### src/rtl/fetch_queue_unit.sv
// Multi-issue fetch stage: fetches ISSUE_WIDTH consecutive words per cycle into a
// circular queue that decode drains from the head at 0..ISSUE_WIDTH entries per cycle.
module fetch_queue_unit #(
   parameter int                    DATA_WIDTH  = 32,
   parameter int                    ISSUE_WIDTH = 2,
   parameter int                    QUEUE_DEPTH = 8,
   parameter logic [DATA_WIDTH-1:0] RESET_PC    = '0
) (
   input  logic                                   clk,
   input  logic                                   rst,
   input  logic                                   Redirect,
   input  logic [DATA_WIDTH-1:0]                  RedirectPC,
   output logic [DATA_WIDTH-1:0]                  ImemAddr,
   input  logic [ISSUE_WIDTH*DATA_WIDTH-1:0]      ImemData,
   input  logic [$clog2(ISSUE_WIDTH+1)-1:0]       PopCount,
   output logic [ISSUE_WIDTH*DATA_WIDTH-1:0]      InstrOut,
   output logic [ISSUE_WIDTH*DATA_WIDTH-1:0]      PCOut,
   output logic [ISSUE_WIDTH-1:0]                 ValidOut,
   output logic [$clog2(QUEUE_DEPTH+1)-1:0]       Count
);

   localparam int CW = $clog2(QUEUE_DEPTH + 1);
   localparam int AW = $clog2(QUEUE_DEPTH);

   logic [DATA_WIDTH-1:0] pc_q, pc_d;
   logic [AW-1:0]         head_q, head_d, tail_q, tail_d;
   logic [CW-1:0]         count_q, count_d;
   logic [CW-1:0]         pop_n;
   logic                  push;

   logic [DATA_WIDTH-1:0] instr_q [QUEUE_DEPTH];
   logic [DATA_WIDTH-1:0] pcs_q   [QUEUE_DEPTH];

   // Requests beyond the valid lanes or the issue width are clamped silently.
   always_comb begin
      pop_n = CW'(PopCount);
      if (pop_n > count_q)
         pop_n = count_q;
      if (pop_n > CW'(ISSUE_WIDTH))
         pop_n = CW'(ISSUE_WIDTH);
   end

   // Push decision looks only at the pre-pop occupancy, keeping PopCount off the fetch path.
   always_comb begin
      push    = !Redirect && (count_q <= CW'(QUEUE_DEPTH - ISSUE_WIDTH));
      pc_d    = pc_q;
      head_d  = head_q + AW'(pop_n);
      tail_d  = tail_q;
      count_d = count_q - pop_n;
      if (Redirect) begin
         pc_d    = RedirectPC & ~DATA_WIDTH'(3);
         head_d  = '0;
         tail_d  = '0;
         count_d = '0;
      end else if (push) begin
         pc_d    = pc_q + DATA_WIDTH'(4 * ISSUE_WIDTH);
         tail_d  = tail_q + AW'(ISSUE_WIDTH);
         count_d = count_q - pop_n + CW'(ISSUE_WIDTH);
      end
   end

   always_ff @(posedge clk) begin
      if (rst) begin
         pc_q    <= RESET_PC;
         head_q  <= '0;
         tail_q  <= '0;
         count_q <= '0;
      end else begin
         pc_q    <= pc_d;
         head_q  <= head_d;
         tail_q  <= tail_d;
         count_q <= count_d;
      end
   end

   always_ff @(posedge clk) begin
      if (push && !rst) begin
         for (int i = 0; i < ISSUE_WIDTH; i++) begin
            instr_q[tail_q + AW'(i)] <= ImemData[i*DATA_WIDTH +: DATA_WIDTH];
            pcs_q[tail_q + AW'(i)]   <= pc_q + DATA_WIDTH'(4 * i);
         end
      end
   end

   always_comb begin
      InstrOut = '0;
      PCOut    = '0;
      ValidOut = '0;
      for (int i = 0; i < ISSUE_WIDTH; i++) begin
         InstrOut[i*DATA_WIDTH +: DATA_WIDTH] = instr_q[head_q + AW'(i)];
         PCOut[i*DATA_WIDTH +: DATA_WIDTH]    = pcs_q[head_q + AW'(i)];
         ValidOut[i]                          = (count_q > CW'(i));
      end
   end

   assign ImemAddr = pc_q;
   assign Count    = count_q;

endmodule

### config.mk
export PLATFORM = sky130hd
export DESIGN_NAME = fetch_queue_unit
export DESIGN_NICKNAME = d
export VERILOG_FILES = /design/src/rtl/fetch_queue_unit.sv
export SDC_FILE = /design/constraint.sdc
export NUM_CORES = 1
export LEC_CHECK = 0
export CORE_ASPECT_RATIO = 1.75
export CORE_MARGIN = 3
export CORE_UTILIZATION = 57
export CTS_CLUSTER_DIAMETER = 120
export CTS_CLUSTER_SIZE = 24
export DETAILED_ROUTE_END_ITERATION = 8
export HOLD_SLACK_MARGIN = 0.1
export PLACE_DENSITY = 0.8
export RECOVER_POWER = 25
export SLEW_MARGIN = 40
export SYNTH_ARGS = -nofsm -noshare
export SYNTH_HDL_FRONTEND = slang
export SYNTH_SLANG_ARGS = --single-unit
### constraint.sdc
create_clock -name clk -period 5.7 [get_ports clk]
set_clock_uncertainty 0.05 [all_clocks]
set_input_delay 1.14 -clock clk [delete_from_list [all_inputs] [get_ports clk]]
set_output_delay 1.14 -clock clk [all_outputs]
set_load 0.03 [all_outputs]
; ---- After elaboration in Yosys (flattened, before gate mapping)
; Memories as Yosys holds them, arrays and structs flattened. A register that Yosys moved wholly into a read port is not among the register bits.
; Index checks and enable logic that the tools add are counted.
[op_classes]
n_addsub = 8
n_lt_le_gt_ge = 5
muxes = 9
n_reduce_logical = 6
[op_table]
columns = cell, count
row1 = $mux W32, 2
row2 = $add A32 B3 Y32 const B, 1
row3 = $add A32 B4 Y32 const B, 1
row4 = $mux W4, 3
row5 = $gt A4 B1 Y1 const B, 2
row6 = $add A3 B1 Y3 const B, 2
row7 = $mux W3, 2
row8 = $add A4 B2 Y4 const B, 1
row9 = $gt A2 B4 Y1, 1
row10 = $gt A4 B2 Y1 const B, 1
row11 = $le A4 B3 Y1 const B, 1
row12 = $sub A4 B4 Y4, 1
row13 = $add A3 B2 Y3 const B, 1
row14 = $add A3 B3 Y3, 1
row15 = $logic_and A1 B1 Y1, 2
row16 = $logic_not A1 Y1, 2
row17 = $mux W1, 2
row18 = $reduce_bool A2 Y1, 1
row19 = $reduce_or A2 Y1, 1
[totals]
ff_bits = 42
ram_bits = 512
in_bits = 101
elab_cells = 35
mem_count = 2
[memory_table]
columns = memory, depth, word_bits, rd, rd_clocked_by_memory_dff, write_ports, line_no
row1 = instr_q, 8, 32, 2, 1, 2, 31  ; logic [DATA_WIDTH-1:0] instr_q [QUEUE_DEPTH];
row2 = pcs_q, 8, 32, 2, 1, 2, 32  ; logic [DATA_WIDTH-1:0] pcs_q [QUEUE_DEPTH];

; ---- Logic depth before layout (Yosys ltp)
; Gate-level depths: netlist of run 1.
[depth]
depth_word = 7
mapped_depth = 13
ltp_nobuf = 13

; ---- Worst setup path after synthesis of run 1
; Ideal clock, no wire load.
[synth_path]
kind = input port to flip-flop
startpoint = in Redirect
endpoint = mem instr_q[0][0], enable pin
setup_time_ps = 498
arrival_time_ps = 4427
required_ps = 5152
setup_slack_ps = 724
stages = 3
n_path_buf = 1
path_cell_list = clkbuf_1 > nor2_1 > and3_1
[synth_lines]
columns = element, line_no
row1 = from (decl), 11  ; input logic Redirect,
row2 = to (decl), 31

==> run metrics, run 1 <==
Syn Inst Count between 1000 and 1500; Starting Density between 50 and 60%; crit-path max FO 49; Antenna Violating Nets Remaining 0; CTS tree yes; GRT Util Overall 24.6%; top-count cell post-synth edfxtp_1; FFs w/ async S/R, synth 0%; Req. time, crit path between 4 and 5 ns; top cells by area, synth edfxtp_1, mux4_2, mux2_2, dfxtp_1, xnor2_1; unique cell type count in the Yosys netlist 53; outcome finished clean; post-cts sizing count 0; drt total wl 56.9 mm; Worst-path clk slew about 0.1 ns; Clock Root Buffer clkbuf_16; initial antenna violation count 4; DIE WIDTH between 150 and 200 um; Hold WS about 0.46 ns; post-route cell area roughly 0.029 mm2; pwr dens roughly 370 mW/mm2; # rows slightly above 100; Startpoint Class flop; f_max 199 MHz; Vias 14000; Final Setup Violations 0; Synth Register Bits 535; unrepaired setup endpoints after global routing false; Least-Margin Pin Slew between 0.8 and 0.9 ns; pre-CTS setup slack around 1.3 ns; Die H about 280 um; Final #Nets 1651; post-route minimum period 5.04 ns; DPL Wire Length 36.4 mm; insertion delay to the later sink of the worst-skew pair between 0.5 and 0.6 ns; WL per Instance roughly 27 um; Placed Instance Area approximately 0.028 mm2; Post-CTS Setup Repair Bufs 0; pin count of the biggest net entering global routing 90; Synth Cell Area 0.0252 mm2; number of global-route vias before repair 15400; share of cells above drive strength 1 between 20% and 30%; number of remaining DRC errors 0; Placeable Area roughly 0.043 mm2; number of buffers inserted by port buffering 258; Max Cap Violations 0; clk sinks 535; first-pass GRT wire length approximately 88 mm; final core utilization 67.2%; H-tree depth 1; Leakage Power between 8 and 9 nW; setup TNS 0 ns; syn_area_per_cell approximately 19 um2; Post-synth EDFFs roughly 500; Setup Crit Path Kind reg -> out; total gr overflow 0; Hold WC Path Type reg -> reg; RePlAce Congestion between 0.8 and 0.9; CP Capture Type primary output; Max clock buf depth 3; Max Slew Vio Count 0; Final Hold Viols 0; crit share post-route between 80% and 90%; Num CTS Buffers 26; CP arrival between 3 and 4 ns; # IOs 267; register area about 0.016 mm2; Synth area leader edfxtp_1; FILL cells roughly 2900; synth cell count leaders edfxtp_1, mux4_2, mux2_2, clkbuf_1, dfxtp_1; drt via density between 6 and 7; sequential area share after synthesis roughly 62%; Hold Buf Count CTS 0; 1st-iter DRT viols around 940; first-pass iteration count of the detailed router 6; multi-input combinational cell area around 0.0090 mm2; YS warnings 0; die area 0.0468 mm2; proportion of netlist area held by the largest area contributor between 50% and 60%; Slew headroom approximately two fifths; top_reg_cell synth edfxtp_1; area grow syn2layout 16.0%; VDD IR max between 0.0004 and 0.0005 V; final setup margin about 0.66 ns
[flip-flops by register name, summed over array words and instances (netlist names)]
| name | flops |
|---|---|
| Count | 4 |
| ImemAddr | 30 |
| head_q | 3 |
| instr_q | 256 |
| pcs_q | 240 |
| tail_q | 2 |
[metal layers]
| metal | vias up | track usage (%) | share of wire (%) |
|---|---|---|---|
| met1 | 7352 | 30.5 | 36 |
| met5 | - | 0 | 0 |
| met3 | 91 | 2.76 | 5.6 |
| met4 | 0 | 7.64 | 2.7 |
| met2 | 568 | 44.9 | 56 |
| li1 | 5951 | - | - |
[cell usage in the layout, fill, tap and decap left out, drive strengths merged, types with 26 or more instances in the layout]
cell type and instances:
mux4 248, clkdlybuf4s50 215, mux2 125, nor2 27, nand2 30, buf 29
dlygate4sd3 43, clkbuf 48, dfxtp 39, edfxtp 496, xnor2 26
[logic make-up after synthesis]
group / count (synthesis) / share of synthesized area (%)
adders and majority gates: 16 / 0.855
xor gates and xnor gates: 40 / 1.39
buffers and inverters: 127 / 2.17
AOI/OAI and AO/OA: 65 / 1.95
other: 2 / 0.0298
and+or+nand+nor: 159 / 3.49
muxes: 375 / 27.9
DFF: 535 / 62.3
[where the power goes]
| part | internal [W] | leakage, nW | switching (W) |
|---|---|---|---|
| clock network | 0.000907 | 0.366 | 0.00115 |
| registers | 0.00452 | 4.86 | 0.000178 |
| logic | 0.00194 | 3.69 | 0.00207 |
[final cells by class]
class | count | area share (%)
diodes | 4 | 0.0343
clock buffers | 47 | 2.57
clock inverters | 1 | 0.0685
inverters | 21 | 0.270
multi-input cells | 662 | 30.9
flip-flops and latches | 535 | 53.7
well taps | 566 | 2.42
repair buffers | 288 | 10.0
[final timing paths]
path / end / cells after the start / start / slack, ns
hold reg to reg: tail_q[1] / 2 / tail_q[1] / 0.46
setup / recovery: PCOut[22] / 5 / head_q[0] / 0.66
setup reg to reg: Count[3] / 13 / Count[1] / 2.44
hold / removal: tail_q[1] / 2 / tail_q[1] / 0.46
[stage by stage]
step	power, W	cells
2_1_floorplan	0.00750	1324
3_3_place_gp	0.00875	2069
3_5_place_dp	0.00884	2071
4_1_cts	0.0109	2119
5_1_grt	0.0112	2124
6_report	0.0108	2124
[worst max-delay path, cell delays in order (launching register included)]
cell and delay (ns):
dfxtp_4 0.39, buf_4 0.56, buf_4 0.74, mux4_2 0.60, mux2_2 0.32, clkdlybuf4s50_1 0.61
(Power assumes the default switching activity.)
==> inputs of run 2 (changes only) <==
--- a/config.mk
+++ b/config.mk
@@ -7,13 +7,14 @@
 export LEC_CHECK = 0
 export CORE_ASPECT_RATIO = 1.75
 export CORE_MARGIN = 3
-export CORE_UTILIZATION = 57
+export CORE_UTILIZATION = 52
 export CTS_CLUSTER_DIAMETER = 120
 export CTS_CLUSTER_SIZE = 24
 export DETAILED_ROUTE_END_ITERATION = 8
 export HOLD_SLACK_MARGIN = 0.1
-export PLACE_DENSITY = 0.8
+export PLACE_DENSITY = 0.77
 export RECOVER_POWER = 25
+export REMOVE_ABC_BUFFERS = 1
 export SLEW_MARGIN = 40
 export SYNTH_ARGS = -nofsm -noshare
 export SYNTH_HDL_FRONTEND = slang
==> constraint.sdc (replaced) <==
create_clock -name clk -period 4.3 [get_ports clk]
set_clock_uncertainty 0.05 [all_clocks]
set_input_delay 0.86 -clock clk [delete_from_list [all_inputs] [get_ports clk]]
set_output_delay 0.86 -clock clk [all_outputs]
set_load 0.03 [all_outputs]
==> run metrics, run 2 (synthesized netlist as in run 1, its figures left out) <==
DPL Wire Length 37.0 mm (+1.4%); Req. time, crit path 3.39 ns (-1.12 ns); 1st-iter DRT viols 1061 (+13%); Num CTS Buffers 26 (unchanged); drt via density 6.25 (-4.9%); outcome finished clean; share of cells above drive strength 1 30.2% (+1.2 points); insertion delay to the later sink of the worst-skew pair 0.58 ns (about the same); # rows 106 (+5.0%); VDD IR max 0.000441 V (-3.3%); clk sinks 535 (unchanged); CTS tree yes; Setup Crit Path Kind reg -> out; H-tree depth 1 (unchanged); Placeable Area 0.0479 mm2 (+10%); Worst-path clk slew 0.10 ns (about the same); post-cts sizing count 0 (unchanged); post-route minimum period just over 4 ns; # IOs 267 (unchanged); most common cell after layout, fill and taps aside edfxtp_1; DIE WIDTH 172 um (+4.5%); Hold WC Path Type reg -> reg; RePlAce Congestion 0.897 (+9.1%); Startpoint Class flop; Max clock buf depth 3 (unchanged); Max Cap Violations 0 (unchanged); die area 0.0512 mm2 (+9.3%); Clock Root Buffer clkbuf_16; Post-CTS Setup Repair Bufs 0 (unchanged); Least-Margin Pin Slew 0.804 ns (-0.0684 ns); Leakage Power 8.98 nW (+0.66%); most frequent cells in the layout edfxtp_1, mux4_2, clkdlybuf4s50_1; final core utilization 61.4% (-5.8 points); pwr dens 486 mW/mm2 (+32%); first-pass iteration count of the detailed router 5 (-1); area grow syn2layout 16.7%; pin count of the biggest net entering global routing 126 (+40%); Largest Register instr_q; max reg flops 256 (unchanged); f_max 242 MHz; Starting Density 52.6% (-5.3 points); Antenna Violating Nets Remaining 0 (unchanged); WL per Instance 25.5 um (-4.7%); number of buffers inserted by port buffering 258 (unchanged); total gr overflow 0 (unchanged); initial antenna violation count 5 (+1); Final Setup Violations 0 (unchanged); Hold Buf Count CTS 0 (unchanged); setup TNS 0 ns (unchanged); crit-path max FO 21 (-57%); crit share post-route between 90 and 100%; Die H 297 um (+4.6%); CP arrival 3.22 ns (-0.63 ns); drt total wl 56.4 mm (-0.86%); number of global-route vias before repair 14900 (-2.9%); Slew headroom 46.4% (+4.6 points); Max Slew Vio Count 0 (unchanged); CP Capture Type primary output; Power Total 0.0143 W (+33%); GRT Util Overall 22.1% (-2.5 points); Vias 13800 (-1.1%); Final Hold Viols 0 (unchanged); Final #Nets 1657 (+0.36%); first-pass GRT wire length 86.6 mm (-1.7%); number of remaining DRC errors 0 (unchanged); unrepaired setup endpoints after global routing false
-- run 2: area by class of cell --
cell class              count  area [um2]
diodes                      2        5.00
clock buffers              47         751
clock inverters             1        20.0
fillers                  3422       18500
inverters                  21        78.8
multi-input cells         662        9030
flip-flops and latches    535       15700
well taps                 648         811
repair buffers            294        3000
-- run 2: layer usage --
| metal | global-route usage (%) | routed length, um | share of wire (%) | up-vias |
|---|---|---|---|---|
| li1 | - | - | - | 5957 |
| met1 | 26.9 | 20200 | 36 | 7242 |
| met2 | 40.6 | 31400 | 56 | 510 |
| met3 | 2.79 | 3140 | 5.6 | 101 |
| met4 | 6.60 | 1610 | 2.9 | 0 |
| met5 | 0 | 0 | 0 | - |
-- run 2: where the power goes --
group / leakage [nW] / switching (W) / internal, W / total, W
sequential: 4.86 / 0.000202 / 0.00599 / 0.00620
clock: 0.366 / 0.00154 / 0.00120 / 0.00274
combinational: 3.75 / 0.00277 / 0.00258 / 0.00535
-- run 2: critical path: stages, from the launching register on --
cell and delay (ns):
dfxtp_4 0.40, ha_4 0.35, buf_4 0.41, mux4_2 0.57, mux2_2 0.28, clkdlybuf4s50_1 0.63
-- run 2: worst paths after layout --
kind / start / endpoint / slack [ns] / cells past startpoint
min reg2reg: tail_q[1] / tail_q[1] / 0.46 / 2
max: head_q[0] / PCOut[44] / 0.17 / 5
min: tail_q[1] / tail_q[1] / 0.46 / 2
max reg2reg: Count[1] / Count[3] / 1.01 / 13
-- run 2: per-stage QoR --
stage,cell area (um2),setup slack (ns),std cells,hold WS (ns)
2_1_floorplan,24700,-10.36,1218,0.416
3_3_place_gp,28600,0.312,2159,0.425
3_5_place_dp,28600,0.303,2160,0.436
4_1_cts,29400,0.0917,2208,0.457
5_1_grt,29400,0.0249,2210,0.484
6_report,29400,0.171,2210,0.463
==> inputs of run 3 (changes only) <==
--- a/config.mk
+++ b/config.mk
@@ -5,12 +5,14 @@
 export SDC_FILE = /design/constraint.sdc
 export NUM_CORES = 1
 export LEC_CHECK = 0
+export ABC_AREA = 1
 export CORE_ASPECT_RATIO = 1.75
 export CORE_MARGIN = 3
 export CORE_UTILIZATION = 52
 export CTS_CLUSTER_DIAMETER = 120
 export CTS_CLUSTER_SIZE = 24
 export DETAILED_ROUTE_END_ITERATION = 8
+export GPL_ROUTABILITY_DRIVEN = 1
 export HOLD_SLACK_MARGIN = 0.1
 export PLACE_DENSITY = 0.77
 export RECOVER_POWER = 25
==> run metrics, run 3 <==
Leakage Power 10.8 nW (+20%); Post-synth EDFFs 496 (unchanged); max reg flops 256 (unchanged); most common cell after layout, fill and taps aside edfxtp_1; pin count of the biggest net entering global routing 159 (+26%); Setup Crit Path Kind reg -> out; clk sinks 535 (unchanged); Final Setup Violations 0 (unchanged); Synth Area in XOR/XNOR 1.05% (-0.34 points); Synth area leader edfxtp_1; Max Slew Vio Count 0 (unchanged); Slew headroom 16.1% (-30 points); crit-path max FO 55 (+160%); Top Usage Layer GRT met2; insertion delay to the later sink of the worst-skew pair 0.59 ns (about the same); register area 0.0157 mm2 (unchanged); M3 GR Usage 3.04% (+0.25 points); RePlAce Congestion 0.891 (-0.74%); synth cell count leaders edfxtp_1, o21ai_0, nor2_1, a21oi_1, nand2_1; Final #Nets 3059 (+85%); Max clock buf depth 3 (unchanged); Least-Margin Pin Slew 1.26 ns (+0.455 ns); Num CTS Buffers 26 (unchanged); Worst-path clk slew 0.10 ns (about the same); sequential area share after synthesis 59.2% (-3.0 points); Hold WS 0.501 ns (+0.0382 ns); multiplexer share of the synthesized area 0% (-28 points); # IOs 267 (unchanged); Antenna Violating Nets Remaining 0 (unchanged); CP arrival 3.24 ns (+0.02 ns); unrepaired setup endpoints after global routing false; H-tree depth 1 (unchanged); Clock Root Buffer clkbuf_16; Synth Cell Area 0.0265 mm2 (+5.1%); proportion of netlist area held by the largest area contributor 56.3% (-2.9 points); Largest Register instr_q; share of cells above drive strength 1 4.52% (-26 points); Final Hold Viols 0 (unchanged); Startpoint Class flop; number of global-route vias before repair 21800 (+46%); multi-input combinational cell area 0.00894 mm2 (-1.1%); Synth Register Bits 535 (unchanged); top_reg_cell synth edfxtp_1; drt total wl 74.1 mm (+31%); die area 0.0538 mm2 (+5.0%); VDD IR max 0.000537 V (+22%); 1st-iter DRT viols 2519 (+140%); GRT Util Overall 25.9% (+3.9 points); final core utilization 61.5% (+0.083 points); area grow syn2layout 16.1%; Vias 22100 (+60%); drt via density 6.10 (-2.4%); top-count cell post-synth edfxtp_1; pwr dens 537 mW/mm2 (+11%); post-route minimum period 4.15 ns (+0.0209 ns); met2 Use GR 47.4% (+6.9 points); first-pass GRT wire length 111 mm (+28%); top cells by area, synth edfxtp_1, o21ai_0, a21oi_1, nor2_1, nand2_1; WL per Instance 20.4 um (-20%); outcome finished clean; f_max 241 MHz (-0.50%); Req. time, crit path 3.39 ns (about the same); number of remaining DRC errors 0 (unchanged); crit share post-route 96.5% (+0.49 points); syn_area_per_cell 9.43 um2 (-51%); first-pass iteration count of the detailed router 6 (+1); CTS tree yes; most frequent cells in the layout edfxtp_1, o21ai_0, nor2_1; Starting Density 52.9% (+0.36 points); Hold Buf Count CTS 0 (unchanged); FFs w/ async S/R, synth 0% (unchanged); Die H 304 um (+2.5%); Post-Synth Adder-Cell Area 0.813% (-0.042 points); global-route met1 utilization 29.2% (+2.3 points); DIE WIDTH 177 um (+2.4%); Placeable Area 0.0500 mm2 (+4.4%); main combinational cell family by area after synthesis compound AO/OA/AOI/OAI gates; Compound-Gate Fraction of Synth Area 21.4% (+19 points); Max Cap Violations 0 (unchanged); YS warnings 0 (unchanged); FILL cells 3918 (+14%); number of buffers inserted by port buffering 258 (unchanged); # rows 108 (+1.9%); Hold WC Path Type reg -> reg; total gr overflow 0 (unchanged); initial antenna violation count 4 (-1); CP Capture Type primary output; unique cell type count in the Yosys netlist 31 (-42%); Syn Inst Count 2808 (+110%); Synth Area in Simple Gates 10.2% (+6.7 points); DPL Wire Length 46.4 mm (+26%)
-- run 3: logic make-up (layout without fill, tap and decap cells) --
logic type | after synthesis | in the layout
flip-flops | 535 | 535
adder cells (fa/ha/maj) | 16 | 16
AND/OR/NAND/NOR | 693 | 693
AO/OA/AOI/OAI | 1067 | 1067
buffers and inverters | 464 | 613
XOR/XNOR | 31 | 31
other | 2 | 12
-- run 3: layout make-up --
cell class | instances | share of cell area (%)
flip-flops and latches | 535 | 51.0
multi-input cells | 1814 | 29.1
repair buffers | 309 | 11.5
inverters | 256 | 3.17
well taps | 660 | 2.69
clock buffers | 47 | 2.44
clock inverters | 1 | 0.0651
diodes | 5 | 0.0407
-- run 3: report_power, final --
part / internal (W) / switching [W]
sequential: 0.00598 / 0.000215
combinational: 0.00278 / 0.00478
clock: 0.00120 / 0.00156
-- run 3: layer usage --
metal	wire (um)	share of wire (%)
met2	38600	52
met4	3820	5.2
met1	26000	35
met5	0	0
met3	5710	7.7
-- run 3: critical path, cell delays in order, from the launching register on --
cell             delay (ns)
dfxtp_4                0.47
ha_4                   0.46
buf_12                 0.30
o21ai_0                0.18
o21ai_0                0.18
nor2_1                 0.06
a31oi_1                0.21
clkdlybuf4s50_1        0.72
-- run 3: path summary, 6_finish.rpt --
path | start | end | slack (ns) | cells past startpoint
setup / recovery | head_q[0] | InstrOut[61] | 0.15 | 7
hold / removal | tail_q[2] | tail_q[2] | 0.50 | 2
setup reg to reg | Count[1] | Count[3] | 1.08 | 16
hold reg to reg | tail_q[2] | tail_q[2] | 0.50 | 2
-- run 3: repair_timing --
action,CTS,global route
pin swaps,0,1
endpoints found under the setup margin,4,27
buffers inserted,0,2
cloned,0,0
gates resized for setup,1,2
-- run 3: per-stage QoR --
stage	total power, W	setup WS [ns]	cells	instance area [um2]	setup TNS (ns)
finish	0.0165	0.150	3627	30700	0
global route	0.0173	0.00606	3625	30700	0
CTS	0.0165	0.0215	3620	30700	0
detailed placement	0.0138	0.365	3572	29900	0
global placement	0.0135	0.357	3572	29900	0
floorplan	0.0108	-15.55	2605	25500	-3396.09
==> RTL change 1: new RTL, config.mk and constraints of run 2 <==
Change the parameter `DATA_WIDTH` from 32 to 16.
--- a/src/rtl/fetch_queue_unit.sv
+++ b/src/rtl/fetch_queue_unit.sv
@@ -3,3 +3,3 @@
 module fetch_queue_unit #(
-   parameter int                    DATA_WIDTH  = 32,
+   parameter int                    DATA_WIDTH  = 16,
    parameter int                    ISSUE_WIDTH = 2,
Ports: changed (5 resized); port bits go from 267 to 139. The function was not compared with the original's and may differ.
==> RTL change 1 against run 2 <==
Die area shrank 49%. Wire length is 54% lower. Worst setup slack better by 0.097 ns. Power decreased by 48%. Design area is 50% lower. Hold slack improved by 0.011 ns. Sequential cell count is 272 lower. Synthesized area shrank 50%.
==> RTL change 1: results (changes against run 2) <==
Timing
  • Hold WS: 0.473 ns (+0.0106 ns)
  • Worst-Margin Slew: 0.795 ns (-0.00850 ns)

Cells and area
  • Nets@finish: 847 (-49%)
  • Largest register FFs: 128 (-50%)
  • Fill count: 1705 (-50%)

Critical path
  • Arr. time, crit path: 3.12 ns (-0.10 ns)
  • Crit path max fanout: 121 (+480%)

Yosys
  • Number of flops mapped to enable cells by yosys: 240 (-52%)
  • Yosys cell types: 39 (-26%)
  • Synth top cells by count: edfxtp_1 (240), mux4_2 (106), mux2_2 (62)
  • Synth top area cells: edfxtp_1 (58%), mux4_2 (19%), mux2_2 (5.6%)

Placed design
  • Placer Congestion: 0.825 (-8.1%)
  • Setup Slack @ Placement: 0.235 ns (-0.0676 ns)
  • Final HPWL DP: 17.0 mm (-54%)

Power
  • Leak: 4.63 nW (-48%)
  • Max IR drop VDD: 463 uV (+4.9%)
  • P_int: 5.03 mW (-49%)

GRT
  • Initial antenna violation count: 1 (-4)
  • First-pass GRT wire length: 40.8 mm (-53%)

Outcome
  • Outcome: finished clean

Detailed routing
  • 1st-iter DRT viols: 470 (-56%)
  • Wire per inst: 23.7 um (-7.4%)
  • 1st-pass router iterations: 4 (-1)
  • Vias: 6639 (-52%)

Clock tree
  • TritonCTS buffer count: 14 (-46%)
RTL change 1: worst max-delay path: stages (launching register included):
cell	delay [ns]
dfxtp_4	0.39
buf_12	0.54
mux4_1	0.65
mux2_2	0.29
clkdlybuf4s50_1	0.64
RTL change 1: kinds of logic (layout without fill, tap and decap cells):
group / after synthesis / in the layout / share of synthesized area
buffers and inverters: 67 / 186 / 0.0302
muxes: 186 / 186 / 0.279
AOI/OAI and AO/OA: 33 / 33 / 0.0160
DFF: 263 / 263 / 0.612
and+or+nand+nor: 71 / 71 / 0.0287
other: 2 / 8 / 0.000599
xor gates and xnor gates: 24 / 24 / 0.0168
adders and majority gates: 16 / 16 / 0.0172
RTL change 1: power groups by stage:
stage                     sequential [mW]  clock [mW]  combinational [mW]
after floorplan                      3.26           0                1.91
after global placement               3.12           0                2.84
after detailed placement             3.14           0                2.93
after CTS                            3.08        1.43                2.94
after global routing                 3.10        1.52                3.08
final                                3.08        1.39                2.89
RTL change 1: worst max path at each step:
stage,start,end,slack (ns),cells after the start
after detailed placement,PopCount[0],Count[3],0.24,14
after floorplan,head_q[0],InstrOut[16],-3.85,3
after global routing,head_q[0],PCOut[6],0.17,4
final,head_q[0],PCOut[9],0.27,4
after CTS,head_q[0],PCOut[9],0.26,4
after global placement,PopCount[0],Count[3],0.41,14
RTL change 1: layout make-up:
type	count	share of cell area
antenna	1	0.000172
clock buffer	24	0.0281
inverter	16	0.00413
multi-input combinational	337	0.313
sequential	263	0.527
tap	304	0.0261
timing repair buffer	146	0.101
RTL change 1: stage by stage:
stage	power [mW]	utilization	instances	instance area, sq um
after global routing	7.70	0.619	1091	14600
after detailed placement	6.07	0.602	1066	14100
after global placement	5.96	0.601	1066	14100
after floorplan	5.16	-	616	12200
after CTS	7.46	0.619	1090	14600
final	7.36	0.619	1091	14600
RTL change 1: per-layer routing:
layer | share of wire | up-vias | global-route usage
li1 | - | 2949 | -
met1 | 0.37 | 3500 | 0.249
met2 | 0.57 | 164 | 0.385
met3 | 0.041 | 26 | 0.0190
met4 | 0.015 | 0 | 0.0501
met5 | 0 | - | 0
==> RTL change 2: new RTL, settings of run 2 <==
Made on the original files. Reset style: asynchronous (`rst`), changed in one clocked block.
--- a/src/rtl/fetch_queue_unit.sv
+++ b/src/rtl/fetch_queue_unit.sv
@@ -61,3 +61,3 @@
 
-   always_ff @(posedge clk) begin
+   always_ff @(posedge clk or posedge rst) begin
       if (rst) begin
Formal check against the unedited RTL: not equivalent (a bounded check fails within 4 cycles, from zero or initial values and one cycle with rst high; the reset may be asserted at any time).
==> RTL change 2 against run 2 <==
The run now ends with capacitance limit, slew limit left. Via count up 30%. Global-route usage grew 2.3 points. Wire length rose by 28%. Synthesized area grew 14%. Critical path depth did not move. Sequential cell count did not move. Non-clock buffer count is 23 higher. Design area grew 11%. Worst setup slack got worse by 0.091 ns. Critical path type unchanged.
Power is not compared: it rests on default switching activity, and its combinational part moved more than twofold at a synthesized area within 25%.
==> RTL change 2: results (changes against run 2) <==
Yosys
  • Synth Area per Inst: 13.8 sq um (-28%)
  • Top FF cell, synth: edfxtp_1
  • Yosys cell types: 47 (-11%)
  • Seq/Total Area, Yosys: 0.552 (-0.0708)
  • Synth top cells by count: edfxtp_1 (496), nand2_1 (464), mux4_2 (248)
  • Synth top area cells: edfxtp_1 (52%), mux4_2 (19%), nand2_1 (6.1%)
  • Post-synth ARST share: 0.0729 (+0.0729)

Outcome
  • Outcome: finished, violations left
  • Failing checks: capacitance limit, slew limit

Cells and area
  • Nets@finish: 2256 (+36%)
  • Fill count: 4015 (+17%)
  • Design Area, Final: 32600 sq um (+11%)
  • Share of cells above drive strength 1: 0.230 (-0.0716)

Critical path
  • Crit path max fanout: 42 (+100%)
  • FF-to-FF setup slack: 0.82 ns (-0.19 ns)
  • Arr. time, crit path: 3.31 ns (+0.09 ns)
  • CP max stage delay: 0.60 ns (-0.03 ns)
  • Worst reg2reg endpoint: Count[3]
  • Worst r2r src: Count[1]

GRT
  • Largest net degree at the start of global routing: 126 (unchanged)
  • First-pass GRT wire length: 109 mm (+26%)
  • Vias in the first global route: 18932 (+27%)
  • Met2 Use GR: 0.452 (+0.0464)
  • Met1 Resource Use GR: 0.293 (+0.0233)
  • Met3 Use GR: 0.0269 (-0.00103)
  • GRT Util Overall: 0.244 (+0.0234)

Placed design
  • Cell Area, Placed: 31800 sq um (+11%)
  • Placer Congestion: 0.853 (-4.9%)
  • Final HPWL DP: 46.3 mm (+25%)
  • Placed Cells: 2799 (+30%)
  • Setup Slack @ Placement: 0.209 ns (-0.0935 ns)

Flow run
  • Max-cap viol count: 2 (+2)

Detailed routing
  • 1st-iter DRT viols: 1571 (+48%)
  • Vias: 17949 (+30%)
  • Final WL: 72.3 mm (+28%)
  • Wire per inst: 25.4 um (-0.65%)

Timing
  • Worst-Margin Slew: 1.74 ns (+0.937 ns)
  • Slew Limit Fails: 32 (+32)
  • Hold WS: 0.576 ns (+0.113 ns)
  • Period utilization: 0.981 (+0.0211)

Min path
  • Worst Hold Endpoint: ImemAddr[6]
  • Hold path start: ImemAddr[6]

Clock tree
  • Clock latency at the later pin of the worst-skew pair: 0.59 ns

Power
  • P_clk: 2.80 mW
-- RTL change 2: cell count changes after synthesis, moves of 26 or more --
cell	delta
xnor2_1	+75
dfxtp_1	-39
dfrtp_1	+39
nand2_1	+434
clkbuf_1	+171
nand4_1	+26
nand3_1	+29
-- RTL change 2: cell type report --
class | count | share of cell area
clock inverters | 1 | 0.000615
repair buffers | 317 | 0.0987
multi-input cells | 1242 | 0.361
clock buffers | 47 | 0.0231
inverters | 16 | 0.00234
diodes | 2 | 0.000154
well taps | 690 | 0.0265
flip-flops and latches | 535 | 0.488
-- RTL change 2: routing by layer --
layer  vias up  routed length (um)
met1      9197               26000
met5         -                  41
met4         6                2890
li1       7807                   -
met2       765               38900
met3       174                4440
-- RTL change 2: cells by family after synthesis --
family / count (synthesis) / share of synthesized area
other: 2 / 0.000261
xor gates and xnor gates: 133 / 0.0405
AOI/OAI and AO/OA: 47 / 0.0106
muxes: 377 / 0.245
DFF: 535 / 0.552
and+or+nand+nor: 661 / 0.101
adders and majority gates: 17 / 0.00792
buffers and inverters: 313 / 0.0435
-- RTL change 2: worst max path at each step --
stage                start           end
3_3_place_gp   PopCount[0]      Count[3]
5_1_grt          head_q[0]  InstrOut[61]
6_report         head_q[0]  InstrOut[61]
3_5_place_dp   PopCount[0]      Count[3]
4_1_cts          head_q[0]   InstrOut[8]
2_1_floorplan    head_q[0]  InstrOut[32]
-- RTL change 2: worst min-delay path: stages (launching register included) --
cell and delay [ns]:
dfrtp_1 0.39, xnor2_1 0.12, o21ai_0 0.08
-- RTL change 2: timing repair --
action / in CTS / in global routing
hold buffers: 0 / 0
hold endpoints to repair: 0 / 0
setup endpoints to repair: 1 / 32
gates cloned: 0 / 1
gates resized for setup: 1 / 9
